===== src/rtl/stepper_pkg.sv =====
// stepper_pkg: state encoding, default widths and counter sizing shared by the stepper axis files
package stepper_pkg;

    typedef enum logic [1:0] {IDLE, DIR_SETUP, WAIT_TICK, PULSE} stepper_state_t;

    localparam int POS_W_DEFAULT = 16;

    typedef logic signed [POS_W_DEFAULT-1:0] pos_t;

    // Bits needed to hold the larger of two cycle counts
    function automatic int cnt_width(input int a, input int b);
        return $clog2(((a > b) ? a : b) + 1);
    endfunction

endpackage


===== src/rtl/stepper_axis_ctrl_step_pulse_timer.sv =====
// step_pulse_timer: loadable down-counter with zero flag, shared by DIR setup and STEP pulse timing
module step_pulse_timer
    import stepper_pkg::*;
#(
    parameter int CNT_W = cnt_width(200, 100)
) (
    input  logic             i_clk,
    input  logic             i_rst_n,
    input  logic             i_load,
    input  logic [CNT_W-1:0] i_value,
    input  logic             i_dec,
    output logic             o_zero
);

    logic [CNT_W-1:0] r_count;

    // Load wins over decrement; decrement stops at zero
    always_ff @(posedge i_clk) begin
        if (!i_rst_n) r_count <= '0;
        else if (i_load) r_count <= i_value;
        else if (i_dec && r_count != '0) r_count <= r_count - 1'b1;
    end

    assign o_zero = (r_count == '0);

endmodule


===== src/rtl/stepper_axis_ctrl.sv =====
// stepper_axis_ctrl: single-axis STEP/DIR sequencer with position tracking; optional limits via STEPPER_LIMIT_EN
module stepper_axis_ctrl
    import stepper_pkg::*;
#(
    parameter int POS_W            = POS_W_DEFAULT,
    parameter int PULSE_CYCLES     = 200,
    parameter int DIR_SETUP_CYCLES = 100
) (
    input  logic                    clk_100mhz,
    input  logic                    rst_n,
    input  logic                    enable_step,
    input  logic                    cmd_valid,
    output logic                    cmd_ready,
    input  logic signed [POS_W-1:0] cmd_target,
    input  logic                    abort,
    output logic                    step_out,
    output logic                    dir_out,
    output logic                    busy,
    output logic                    done,
    output logic signed [POS_W-1:0] position
`ifdef STEPPER_LIMIT_EN
    ,
    input  logic                    limit_lo_n,
    input  logic                    limit_hi_n,
    output logic                    fault
`endif
);

    localparam int CNT_W = cnt_width(PULSE_CYCLES, DIR_SETUP_CYCLES);
    // Counter runs N-1..0 so each phase lasts exactly N cycles
    localparam logic [CNT_W-1:0] SETUP_LOAD = CNT_W'(DIR_SETUP_CYCLES - 1);
    localparam logic [CNT_W-1:0] PULSE_LOAD = CNT_W'(PULSE_CYCLES - 1);
    localparam logic signed [POS_W-1:0] POS_ONE = POS_W'(1);

    stepper_state_t          r_state;
    logic signed [POS_W-1:0] r_position;
    logic signed [POS_W-1:0] r_target;
    logic                    r_step;
    logic                    r_dir;
    logic                    r_done;
    logic                    r_fin;
    logic                    r_abort_pend;

    logic                    w_need;
    logic                    w_setup_load;
    logic                    w_step_fire;
    logic                    w_blocked;
    logic                    w_load;
    logic [CNT_W-1:0]        w_load_val;
    logic                    w_dec;
    logic                    w_zero;
    logic signed [POS_W-1:0] w_pos_next;

    assign w_need       = cmd_target > r_position;
    assign w_setup_load = (r_state == IDLE) && cmd_valid && (cmd_target != r_position) && (w_need != r_dir);
    assign w_step_fire  = (r_state == WAIT_TICK) && enable_step && !abort && !w_blocked;
    assign w_load       = w_setup_load || w_step_fire;
    assign w_load_val   = w_setup_load ? SETUP_LOAD : PULSE_LOAD;
    assign w_dec        = (r_state == DIR_SETUP) || (r_state == PULSE);
    assign w_pos_next   = r_dir ? r_position + POS_ONE : r_position - POS_ONE;

`ifdef STEPPER_LIMIT_EN
    logic r_fault;

    assign w_blocked = (r_dir && !limit_hi_n) || (!r_dir && !limit_lo_n);
    assign fault     = r_fault;

    // Sticky limit flag, cleared only by an accepted command
    always_ff @(posedge clk_100mhz) begin
        if (!rst_n) r_fault <= 1'b0;
        else if (r_state == IDLE && cmd_valid) r_fault <= 1'b0;
        else if (r_state == WAIT_TICK && enable_step && !abort && w_blocked) r_fault <= 1'b1;
    end
`else
    assign w_blocked = 1'b0;
`endif

    step_pulse_timer #(
        .CNT_W (CNT_W)
    ) u_timer (
        .i_clk   (clk_100mhz),
        .i_rst_n (rst_n),
        .i_load  (w_load),
        .i_value (w_load_val),
        .i_dec   (w_dec),
        .o_zero  (w_zero)
    );

    // Motion FSM: done is delayed one cycle via r_fin so it follows the falling STEP edge
    always_ff @(posedge clk_100mhz) begin
        if (!rst_n) begin
            r_state      <= IDLE;
            r_position   <= '0;
            r_target     <= '0;
            r_step       <= 1'b0;
            r_dir        <= 1'b0;
            r_done       <= 1'b0;
            r_fin        <= 1'b0;
            r_abort_pend <= 1'b0;
        end else begin
            r_done <= r_fin;
            r_fin  <= 1'b0;
            case (r_state)
                IDLE: begin
                    if (cmd_valid) begin
                        r_target     <= cmd_target;
                        r_abort_pend <= 1'b0;
                        if (cmd_target == r_position) r_done <= 1'b1;
                        else if (w_need != r_dir) begin
                            r_dir   <= w_need;
                            r_state <= DIR_SETUP;
                        end else r_state <= WAIT_TICK;
                    end
                end
                DIR_SETUP: begin
                    if (abort) r_state <= IDLE;
                    else if (w_zero) r_state <= WAIT_TICK;
                end
                WAIT_TICK: begin
                    if (abort) r_state <= IDLE;
                    else if (enable_step && w_blocked) r_state <= IDLE;
                    else if (enable_step) begin
                        r_step     <= 1'b1;
                        r_position <= w_pos_next;
                        r_state    <= PULSE;
                    end
                end
                PULSE: begin
                    if (abort) r_abort_pend <= 1'b1;
                    if (w_zero) begin
                        r_step       <= 1'b0;
                        r_abort_pend <= 1'b0;
                        r_fin        <= !(r_abort_pend || abort) && (r_position == r_target);
                        r_state      <= (r_abort_pend || abort || r_position == r_target) ? IDLE : WAIT_TICK;
                    end
                end
                default: r_state <= IDLE;
            endcase
        end
    end

    assign cmd_ready = (r_state == IDLE);
    assign busy      = (r_state != IDLE);
    assign step_out  = r_step;
    assign dir_out   = r_dir;
    assign done      = r_done;
    assign position  = r_position;

endmodule


===== config.mk =====
export PLATFORM = sky130hd
export DESIGN_NAME = stepper_axis_ctrl
export DESIGN_NICKNAME = d
export VERILOG_FILES = /design/src/rtl/stepper_pkg.sv /design/src/rtl/stepper_axis_ctrl_step_pulse_timer.sv /design/src/rtl/stepper_axis_ctrl.sv
export SDC_FILE = /design/constraint.sdc
export NUM_CORES = 1
export LEC_CHECK = 0
export CAP_MARGIN = 40
export CORE_MARGIN = 4
export CORE_UTILIZATION = 51
export CTS_BUF_LIST = sky130_fd_sc_hd__clkbuf_8 sky130_fd_sc_hd__clkbuf_16
export DETAILED_ROUTE_END_ITERATION = 12
export HOLD_SLACK_MARGIN = 0.08
export PLACE_DENSITY = 0.73
export RECOVER_POWER = 100
export SKIP_CTS_REPAIR_TIMING = 1
export SYNTH_ARGS = -nofsm -noshare
export SYNTH_HDL_FRONTEND = slang
export SYNTH_SLANG_ARGS = --single-unit

===== constraint.sdc =====
create_clock -name clk_100mhz -period 3.1 [get_ports clk_100mhz]
set_input_delay 0.465 -clock clk_100mhz [delete_from_list [all_inputs] [get_ports clk_100mhz]]
set_output_delay 0.465 -clock clk_100mhz [all_outputs]
set_load 0.01 [all_outputs]

==> results.sh, run 1 <==
export IMPL_grt_overflow_total=0
export IMPL_hp_class="reg2reg"
export IMPL_setup_viol=0
export IMPL_cts_root_buf="clkbuf_8"
export IMPL_num_io_pins=42
export IMPL_hold_viol=0
export IMPL_path_cells="clkdlybuf4s50_1 > ha_1 > nand4_1 > or4_1 > a21oi_1 > a211oi_1 > nor2_2 > mux2_4 > o31a_1"
export IMPL_stdcell_area_um2=3890
export IMPL_fin_ws_ns=0.240
export IMPL_tns_ns=0
export IMPL_ys_seq_area_frac=0.289
export IMPL_syn_to_final_growth_pct=19.6
export IMPL_grt_max_degree=23
export IMPL_grt_pass1_wl_um=13200
export IMPL_final_net_count=509
export IMPL_cp_required_ns=3.29
export IMPL_die_area_um2=7730
export IMPL_path_clk_slew_ns=0.09
export IMPL_h_tree_depth=2
export IMPL_max_stage_delay_ns=0.63
export IMPL_dp_cells=519
export IMPL_worst_pin_slew_ns=1.03
export IMPL_min_period_over_period=0.923
export IMPL_cts_sinks=47
export IMPL_slowest_stage="or4_1"
export IMPL_placed_area_um2=3820
export IMPL_p_leak_nw=1.60
export IMPL_slew_violations=0
export IMPL_async_reset_ff_frac=0
export IMPL_power_density_nw_per_um2=673
export IMPL_maxCapViolCount=0
export IMPL_slew_limit_headroom=0.311
export IMPL_rows=28
export IMPL_gp_congestion=0.835
export IMPL_clockPowerShare=0.145
export IMPL_ys_flop_type="dfxtp_1"
export IMPL_pwr_share_seq=0.322
export IMPL_cts_path_max_buffers=2
export IMPL_avgRoutedWirePerCell_um=15.3
export IMPL_antenna_cells=0
export IMPL_arrival_ns=3.05
export IMPL_ys_ff_latch=47
export IMPL_fin_worst_skew_ns=0.0145
export IMPL_die_x_um=87.9
export IMPL_final_common_cell="nand2_1"
export IMPL_end_kind="register"
export IMPL_grt_pass1_vias=2806
export IMPL_instances_no_fill=527
export IMPL_drc=0
export IMPL_intPower_mw=1.53
export IMPL_syn_num_nets=459
export IMPL_core_um2=6060
export IMPL_clk_latency_ns=0.31
export IMPL_start_util=0.537
export IMPL_outcome="finished clean"
export IMPL_first_pass_iters=4
export IMPL_fmax_mhz=350
export IMPL_combinationalPowerShare=0.533
export IMPL_layout_drive_gt1_share=0.0708
export IMPL_dr_first_iter_drc_count=89
export IMPL_totalWireLength_um=8050
export IMPL_p_switching_mw=1.09
export IMPL_synth_edf_count=0
export IMPL_layout_common_cells="nand2_1 (64), dfxtp_1 (47), ha_1 (36), xnor2_1 (29), inv_1 (26)"
export IMPL_antenna_left=0
export IMPL_vias=2927
export IMPL_syn_mean_instance_area_um2=8.12
export IMPL_start_kind="input port"
export IMPL_cts_inserted_buffers=5
export IMPL_rsz0062_at_grt="false"
export IMPL_grt_usage=0.218
export IMPL_peakVddDrop_uv=372
export IMPL_fin_total_pwr_mw=2.62
export IMPL_synth_distinct_cells=55
export IMPL_dp_hpwl_um=6260
export IMPL_switching_share=0.416
export IMPL_syn_area_um2=3260
export IMPL_port_buffer_count=41
export IMPL_synthCells=401
export IMPL_fp_dieH_um=87.9
export IMPL_period_minus_slack_ns=2.86
export IMPL_via_per_inst=5.55
export IMPL_dp_slack_ns=-0.000139
export IMPL_synth_warnings=0
export IMPL_critPathKind="in2reg"
export IMPL_antenna_found_initial=0
export IMPL_cts_tree="done"
export IMPL_cp_max_fo=8
state kept, by name, summed over array words and instances, names as in the netlist:
| name | flops |
|---|---|
| u_timer.r_count | 8 |
| done | 1 |
| step_out | 1 |
| position | 16 |
| dir_out | 1 |
| r_abort_pend | 1 |
| r_state | 2 |
| r_fin | 1 |
| r_target | 16 |
synthesized netlist by cell type (all sizes together), types with 2 or more instances:
cell type / count / area, µm²
a31oi: 2 / 12.5
nor4: 2 / 12.5
or4: 3 / 30.0
nand4: 9 / 62.6
a21boi: 18 / 135
nand3: 11 / 55.1
a21o: 4 / 30.0
nor2b: 6 / 37.5
clkbuf: 12 / 45.0
o21a: 2 / 15.0
nand2: 64 / 240
nor3: 8 / 40.0
inv: 26 / 97.6
a21oi: 25 / 129
o22ai: 3 / 18.8
ha: 36 / 450
nand2b: 3 / 18.8
xor2: 5 / 43.8
xnor2: 29 / 254
and3: 5 / 31.3
nor4b: 2 / 32.5
or3b: 2 / 17.5
and2: 8 / 50.1
o31a: 4 / 35.0
o41ai: 2 / 17.5
o211ai: 2 / 15.0
o2bb2ai: 2 / 17.5
o21bai: 2 / 15.0
o21ai: 20 / 100
mux2: 2 / 26.3
dfxtp: 47 / 941
nor2: 21 / 91.3
metal layers:
| metal | vias up | part of all wire | track usage |
|---|---|---|---|
| met1 | 1365 | 0.50 | 0.303 |
| met5 | - | 0 | 0 |
| met4 | 0 | 0.012 | 0.0600 |
| met3 | 7 | 0.042 | 0.0339 |
| li1 | 1503 | - | - |
| met2 | 52 | 0.44 | 0.351 |
metrics by stage:
stage / utilization / hold WS, ns
after floorplan: - / 0.434
after global placement: 0.630 / 0.453
after detailed placement: 0.630 / 0.457
after CTS: 0.645 / 0.481
after global routing: 0.643 / 0.506
final: 0.643 / 0.479
final timing paths:
path	from	endpoint	slack [ns]	cells after the start
worst max-delay path	cmd_target[15]	u_timer.r_count[1]	0.24	9
worst max register to register	position[13]	u_timer.r_count[1]	0.30	9
worst min register to register	r_fin	done	0.48	2
worst min-delay path	r_fin	done	0.48	2
layout make-up:
| type | instances | area (µm²) |
|---|---|---|
| Clock inverter | 3 | 20.0 |
| Fill cell | 546 | 2170 |
| Tap cell | 75 | 93.8 |
| Clock buffer | 5 | 68.8 |
| Multi-Input combinational cell | 316 | 2160 |
| Sequential cell | 47 | 941 |
| Timing Repair Buffer | 55 | 512 |
| Inverter | 26 | 97.6 |
kinds of logic after synthesis:
logic type,Yosys count,synth area share
flops,47,0.289
mux,2,0.00807
compound gates,93,0.187
buf+inv,38,0.0438
fa+ha+maj,37,0.145
simple gates,150,0.236
xor+xnor,34,0.0915
critical path: cells and delay by family:
| kind | cells | cell delay, ns |
|---|---|---|
| compound gates | 3 | 0.55 |
| buf+inv | 1 | 0.43 |
| fa+ha+maj | 1 | 0.33 |
| simple gates | 3 | 0.91 |
| mux | 1 | 0.36 |
power by group through the flow:
stage               Combinational, mW  Clock (mW)  Sequential (mW)
detailed placement               1.41           0            0.857
finish                           1.40       0.379            0.845
global route                     1.57       0.415            0.863
CTS                              1.42       0.388            0.844
global placement                 1.39           0            0.851
floorplan                        1.02           0            0.854
No activity file was read; power rests on OpenSTA's default activity.
==> run 2: changes to the inputs <==
==> constraint.sdc (replaced) <==
create_clock -name clk_100mhz -period 3.4 [get_ports clk_100mhz]
set_input_delay 0.51 -clock clk_100mhz [delete_from_list [all_inputs] [get_ports clk_100mhz]]
set_output_delay 0.51 -clock clk_100mhz [all_outputs]
set_load 0.01 [all_outputs]
==> run 2 against run 1 <==
Compared with the run above: register-to-register slack gained 0.13 ns; critical endpoint unchanged; core utilization shrank 0.97 points; worst setup slack gained 0.19 ns; cell area shrank 1.5%; count of clock-buffer cells in the layout is the same; clock skew shrank 0.0031 ns; combinational power shrank 14%; hold slack gained 0.00056 ns.
==> results.sh, run 2 (synthesized netlist as in run 1, its figures left out) <==
export IMPL_core_um2=6060
export IMPL_h_tree_depth=2
export IMPL_critPathKind="in2reg"
export IMPL_period_minus_slack_ns=2.97
export IMPL_cp_max_fo=8
export IMPL_grt_pass1_vias=2669
export IMPL_grt_usage=0.214
export IMPL_path_clk_slew_ns=0.09
export IMPL_grt_max_degree=50
export IMPL_layout_area_seq_um2=941
export IMPL_pwr_share_seq=0.318
export IMPL_busiest_layer="met2"
export IMPL_p_switching_mw=0.977
export IMPL_start_kind="input port"
export IMPL_gp_congestion=0.882
export IMPL_combinationalPowerShare=0.502
export IMPL_clk_latency_ns=0.31
export IMPL_multi_input_area_um2=2140
export IMPL_p_leak_nw=1.57
export IMPL_grt_overflow_total=0
export IMPL_grt_util_met3=0.0367
export IMPL_antenna_cells=0
export IMPL_cts_sinks=47
export IMPL_grtUsageMet1=0.310
export IMPL_maxCapViolCount=0
export IMPL_final_net_count=501
export IMPL_fmax_mhz=337
export IMPL_tns_ns=0
export IMPL_layout_drive_gt1_share=0.0450
export IMPL_dr_first_iter_drc_count=165
export IMPL_cts_tree="done"
export IMPL_final_common_cell="nand2_1"
export IMPL_vias=2857
export IMPL_fp_dieH_um=87.9
export IMPL_via_per_inst=5.50
export IMPL_port_buffer_count=41
export IMPL_syn_to_final_growth_pct=17.8
export IMPL_drc=0
export IMPL_grt_pass1_wl_um=13000
export IMPL_slew_violations=0
export IMPL_use_met2=0.337
export IMPL_switching_share=0.405
export IMPL_layout_common_cells="nand2_1 (64), dfxtp_1 (47), ha_1 (36), xnor2_1 (29), inv_1 (26)"
export IMPL_hold_viol=0
export IMPL_cp_num_buf_inv=1
export IMPL_cts_path_max_buffers=2
export IMPL_die_x_um=87.9
export IMPL_outcome="finished clean"
export IMPL_power_density_nw_per_um2=629
export IMPL_die_area_um2=7730
export IMPL_post_route_util=0.633
export IMPL_slew_limit_headroom=0.231
export IMPL_end_kind="register"
export IMPL_rsz0062_at_grt="false"
export IMPL_hp_class="reg2reg"
export IMPL_rows=28
export IMPL_start_util=0.537
export IMPL_num_io_pins=42
export IMPL_worst_pin_slew_ns=1.14
export IMPL_min_period_over_period=0.874
export IMPL_max_stage_delay_ns=0.66
export IMPL_antenna_left=0
export IMPL_critPathTopFamily="simple AND/OR/NAND/NOR gates"
export IMPL_totalWireLength_um=7720
export IMPL_cts_root_buf="clkbuf_8"
export IMPL_slowest_stage="or4_1"
export IMPL_antenna_found_initial=0
export IMPL_first_pass_iters=4
export IMPL_clockPowerShare=0.181
export IMPL_peakVddDrop_uv=353
export IMPL_cts_inserted_buffers=5
export IMPL_avgRoutedWirePerCell_um=14.9
export IMPL_cp_required_ns=3.60
export IMPL_dp_hpwl_um=5860
export IMPL_fillers=559
export IMPL_intPower_mw=1.43
export IMPL_setup_viol=0
export IMPL_path_cells="clkdlybuf4s50_1 > ha_1 > nand4_1 > or4_1 > a21oi_1 > a211oi_1 > nor2_2 > mux2_4 > o31a_1"
export IMPL_fin_worst_skew_ns=0.0114
export IMPL_arrival_ns=3.17
run 2: changes by cell type in the layout (fill, tap and decap cells not counted), sizes merged:
cell      delta
buf          -8
bufinv       +1
clkinv       -1
clkinvlp     -1
inv          +1
run 2: worst min-delay path, stage by stage, from the launching register on:
cell      delay, ns
dfxtp_1        0.33
nand2_1        0.05
a21boi_0       0.06
run 2: through the flow:
| step | instances | cell area [µm²] | power [mW] | hold WS, ns | setup slack, ns |
|---|---|---|---|---|---|
| final | 519 | 3840 | 2.41 | 0.479 | 0.429 |
| after global routing | 519 | 3840 | 2.62 | 0.504 | 0.224 |
| after CTS | 519 | 3870 | 2.49 | 0.484 | 0.526 |
| after detailed placement | 511 | 3760 | 2.05 | 0.466 | 0.228 |
| after global placement | 511 | 3760 | 2.03 | 0.461 | 0.275 |
| after floorplan | 401 | 3260 | 1.71 | 0.434 | 0.667 |
run 2: path summary, 6_finish.rpt:
kind | start | endpoint | slack, ns | cells past startpoint
worst max-delay path | cmd_target[15] | u_timer.r_count[1] | 0.43 | 9
worst min-delay path | step_out | step_out | 0.48 | 2
worst max register to register | u_timer.r_count[2] | u_timer.r_count[5] | 0.43 | 7
worst min register to register | step_out | step_out | 0.48 | 2
run 2: final cells by class:
cell class | count | area share
inverter | 26 | 0.0254
multi-input combinational | 316 | 0.557
clock inverter | 3 | 0.0121
clock buffer | 5 | 0.0179
timing repair buffer | 47 | 0.118
sequential | 47 | 0.245
tap | 75 | 0.0245
run 2: power groups by stage:
| stage | Clock, mW | Sequential, mW | Combinational, mW |
|---|---|---|---|
| after global routing | 0.468 | 0.785 | 1.37 |
| after CTS | 0.443 | 0.773 | 1.27 |
| final | 0.436 | 0.766 | 1.21 |
| after detailed placement | 0 | 0.785 | 1.26 |
| after global placement | 0 | 0.782 | 1.25 |
| after floorplan | 0 | 0.778 | 0.932 |
run 2: routing by layer:
| layer | part of all wire | vias up |
|---|---|---|
| met3 | 0.053 | 6 |
| met1 | 0.49 | 1313 |
| met4 | 0.0078 | 0 |
| met2 | 0.45 | 56 |
| li1 | - | 1482 |
| met5 | 0 | - |
==> run 3: changes to the inputs <==
--- a/config.mk
+++ b/config.mk
@@ -7,11 +7,11 @@
 export LEC_CHECK = 0
 export CAP_MARGIN = 40
 export CORE_MARGIN = 4
-export CORE_UTILIZATION = 51
+export CORE_UTILIZATION = 30
 export CTS_BUF_LIST = sky130_fd_sc_hd__clkbuf_8 sky130_fd_sc_hd__clkbuf_16
 export DETAILED_ROUTE_END_ITERATION = 12
 export HOLD_SLACK_MARGIN = 0.08
-export PLACE_DENSITY = 0.73
+export PLACE_DENSITY = 0.47
 export RECOVER_POWER = 100
 export SKIP_CTS_REPAIR_TIMING = 1
 export SYNTH_ARGS = -nofsm -noshare
==> run 3 against run 2 <==
Compared with the run above: power down 3.5%; clock skew down 0.0076 ns; non-clock buffer count grew 6; count of clock-buffer cells in the layout stayed put; global-route usage shrank 7.3 points; via count increased by 0.21%; die area increased by 63%; combinational power rose by 3%; register-to-register slack gained 0.10 ns; sequential cell count stayed put.
==> results.sh, run 3 (synthesized netlist as in run 1, its figures left out) <==
export IMPL_placed_area_um2=3890
export IMPL_peakVddDrop_uv=162
export IMPL_end_kind="register"
export IMPL_worst_pin_slew_ns=1.20
export IMPL_r2r_start="u_timer.r_count[2]"
export IMPL_stdcell_area_um2=3930
export IMPL_max_stage_delay_ns=0.65
export IMPL_core_um2=10500
export IMPL_antenna_found_initial=0
export IMPL_pwr_share_seq=0.329
export IMPL_path_cells="clkdlybuf4s50_1 > ha_1 > nand4_1 > or4_1 > a21oi_1 > a211oi_1 > nor2_2 > mux2_4 > o31a_1"
export IMPL_p_leak_nw=1.58
export IMPL_critPathKind="in2reg"
export IMPL_grt_overflow_total=0
export IMPL_die_x_um=112
export IMPL_dr_first_iter_drc_count=112
export IMPL_totalWireLength_um=8720
export IMPL_antenna_cells=0
export IMPL_cts_root_buf="clkbuf_8"
export IMPL_fmax_mhz=343
export IMPL_cp_required_ns=3.59
export IMPL_final_net_count=507
export IMPL_fin_worst_skew_ns=0.00379
export IMPL_avgRoutedWirePerCell_um=14.9
export IMPL_dp_hpwl_um=6840
export IMPL_slowest_stage="or4_1"
export IMPL_slew_violations=0
export IMPL_first_pass_iters=4
export IMPL_switching_share=0.416
export IMPL_drc=0
export IMPL_cts_inserted_buffers=5
export IMPL_r2r_end="u_timer.r_count[5]"
export IMPL_p_switching_mw=0.969
export IMPL_hold_viol=0
export IMPL_combinationalPowerShare=0.535
export IMPL_clockPowerShare=0.136
export IMPL_tns_ns=0
export IMPL_power_density_nw_per_um2=593
export IMPL_cts_tree="done"
export IMPL_hold_slack_ns=0.476
export IMPL_min_period_over_period=0.858
export IMPL_antenna_left=0
export IMPL_outcome="finished clean"
export IMPL_hold_path_depth=2
export IMPL_min_to="r_target[11]"
export IMPL_start_util=0.311
export IMPL_multi_input_area_um2=2140
export IMPL_maxCapViolCount=0
export IMPL_path_clk_slew_ns=0.09
export IMPL_r2r_cells=7
export IMPL_final_common_cell="nand2_1"
export IMPL_worstHoldStart="r_target[11]"
export IMPL_instances_no_fill=584
export IMPL_fillers=1122
export IMPL_cts_path_max_buffers=2
export IMPL_period_minus_slack_ns=2.92
export IMPL_layout_drive_gt1_share=0.0536
export IMPL_cp_max_fo=8
export IMPL_slew_limit_headroom=0.191
export IMPL_dp_cells=578
export IMPL_die_area_um2=12600
export IMPL_cts_sinks=47
export IMPL_hp_class="reg2reg"
export IMPL_vias=2863
export IMPL_gp_congestion=0.832
export IMPL_grt_pass1_vias=2782
export IMPL_grt_max_degree=26
export IMPL_h_tree_depth=2
export IMPL_port_buffer_count=41
export IMPL_via_per_inst=4.90
export IMPL_fp_dieH_um=112
export IMPL_post_route_util=0.375
export IMPL_grt_usage=0.141
export IMPL_layout_common_cells="nand2_1 (64), dfxtp_1 (47), ha_1 (36), xnor2_1 (29), inv_1 (27)"
export IMPL_rows=37
export IMPL_num_io_pins=42
export IMPL_clk_latency_ns=0.29
export IMPL_syn_to_final_growth_pct=20.6
export IMPL_start_kind="input port"
export IMPL_rsz0062_at_grt="false"
export IMPL_grt_pass1_wl_um=14400
export IMPL_intPower_mw=1.36
export IMPL_arrival_ns=3.11
export IMPL_rrSetupSlack_ns=0.53
export IMPL_setup_viol=0
export IMPL_layout_area_seq_um2=941
[run 3: worst max-delay path by stage]
stage,startpoint,endpoint,slack [ns],cells after the start
final,cmd_target[15],u_timer.r_count[1],0.48,9
after global routing,u_timer.r_count[2],u_timer.r_count[5],0.25,7
after CTS,cmd_target[15],u_timer.r_count[1],0.57,9
after detailed placement,cmd_target[15],u_timer.r_count[1],0.25,9
after global placement,cmd_target[15],u_timer.r_count[1],0.26,9
after floorplan,dir_out,position[15],0.67,9
[run 3: power groups by stage]
stage	sequential, mW	combinational [mW]	clock (mW)
2_1_floorplan	0.778	0.932	0
3_3_place_gp	0.784	1.30	0
3_5_place_dp	0.784	1.31	0
4_1_cts	0.773	1.31	0.337
5_1_grt	0.783	1.42	0.354
6_report	0.766	1.25	0.317
[run 3: worst max-delay path, delay by kind of cell]
family | cells | cell delay (ns)
AND/OR/NAND/NOR | 3 | 0.98
AO/OA/AOI/OAI | 3 | 0.52
buffers and inverters | 1 | 0.42
multiplexers | 1 | 0.37
adder cells (fa/ha/maj) | 1 | 0.31
[run 3: routing by layer]
layer  share of wire  up-vias  wire length (µm)  track usage
li1                -     1497                 -            -
met4           0.022        0               194       0.0465
met5               0        -                 0            0
met2            0.44       47              3830        0.224
met3           0.037       10               326       0.0253
met1            0.50     1309              4370        0.193
[run 3: area by class of cell]
class / count / area share
inverter: 26 / 0.0249
multi-input combinational: 316 / 0.546
tap: 136 / 0.0434
clock inverter: 1 / 0.000956
sequential: 47 / 0.240
timing repair buffer: 53 / 0.128
clock buffer: 5 / 0.0175
[run 3: through the flow]
step / worst slack (ns) / power, mW
after CTS: 0.572 / 2.42
after global routing: 0.250 / 2.55
after detailed placement: 0.246 / 2.09
final: 0.482 / 2.33
after floorplan: 0.667 / 1.71
after global placement: 0.262 / 2.09
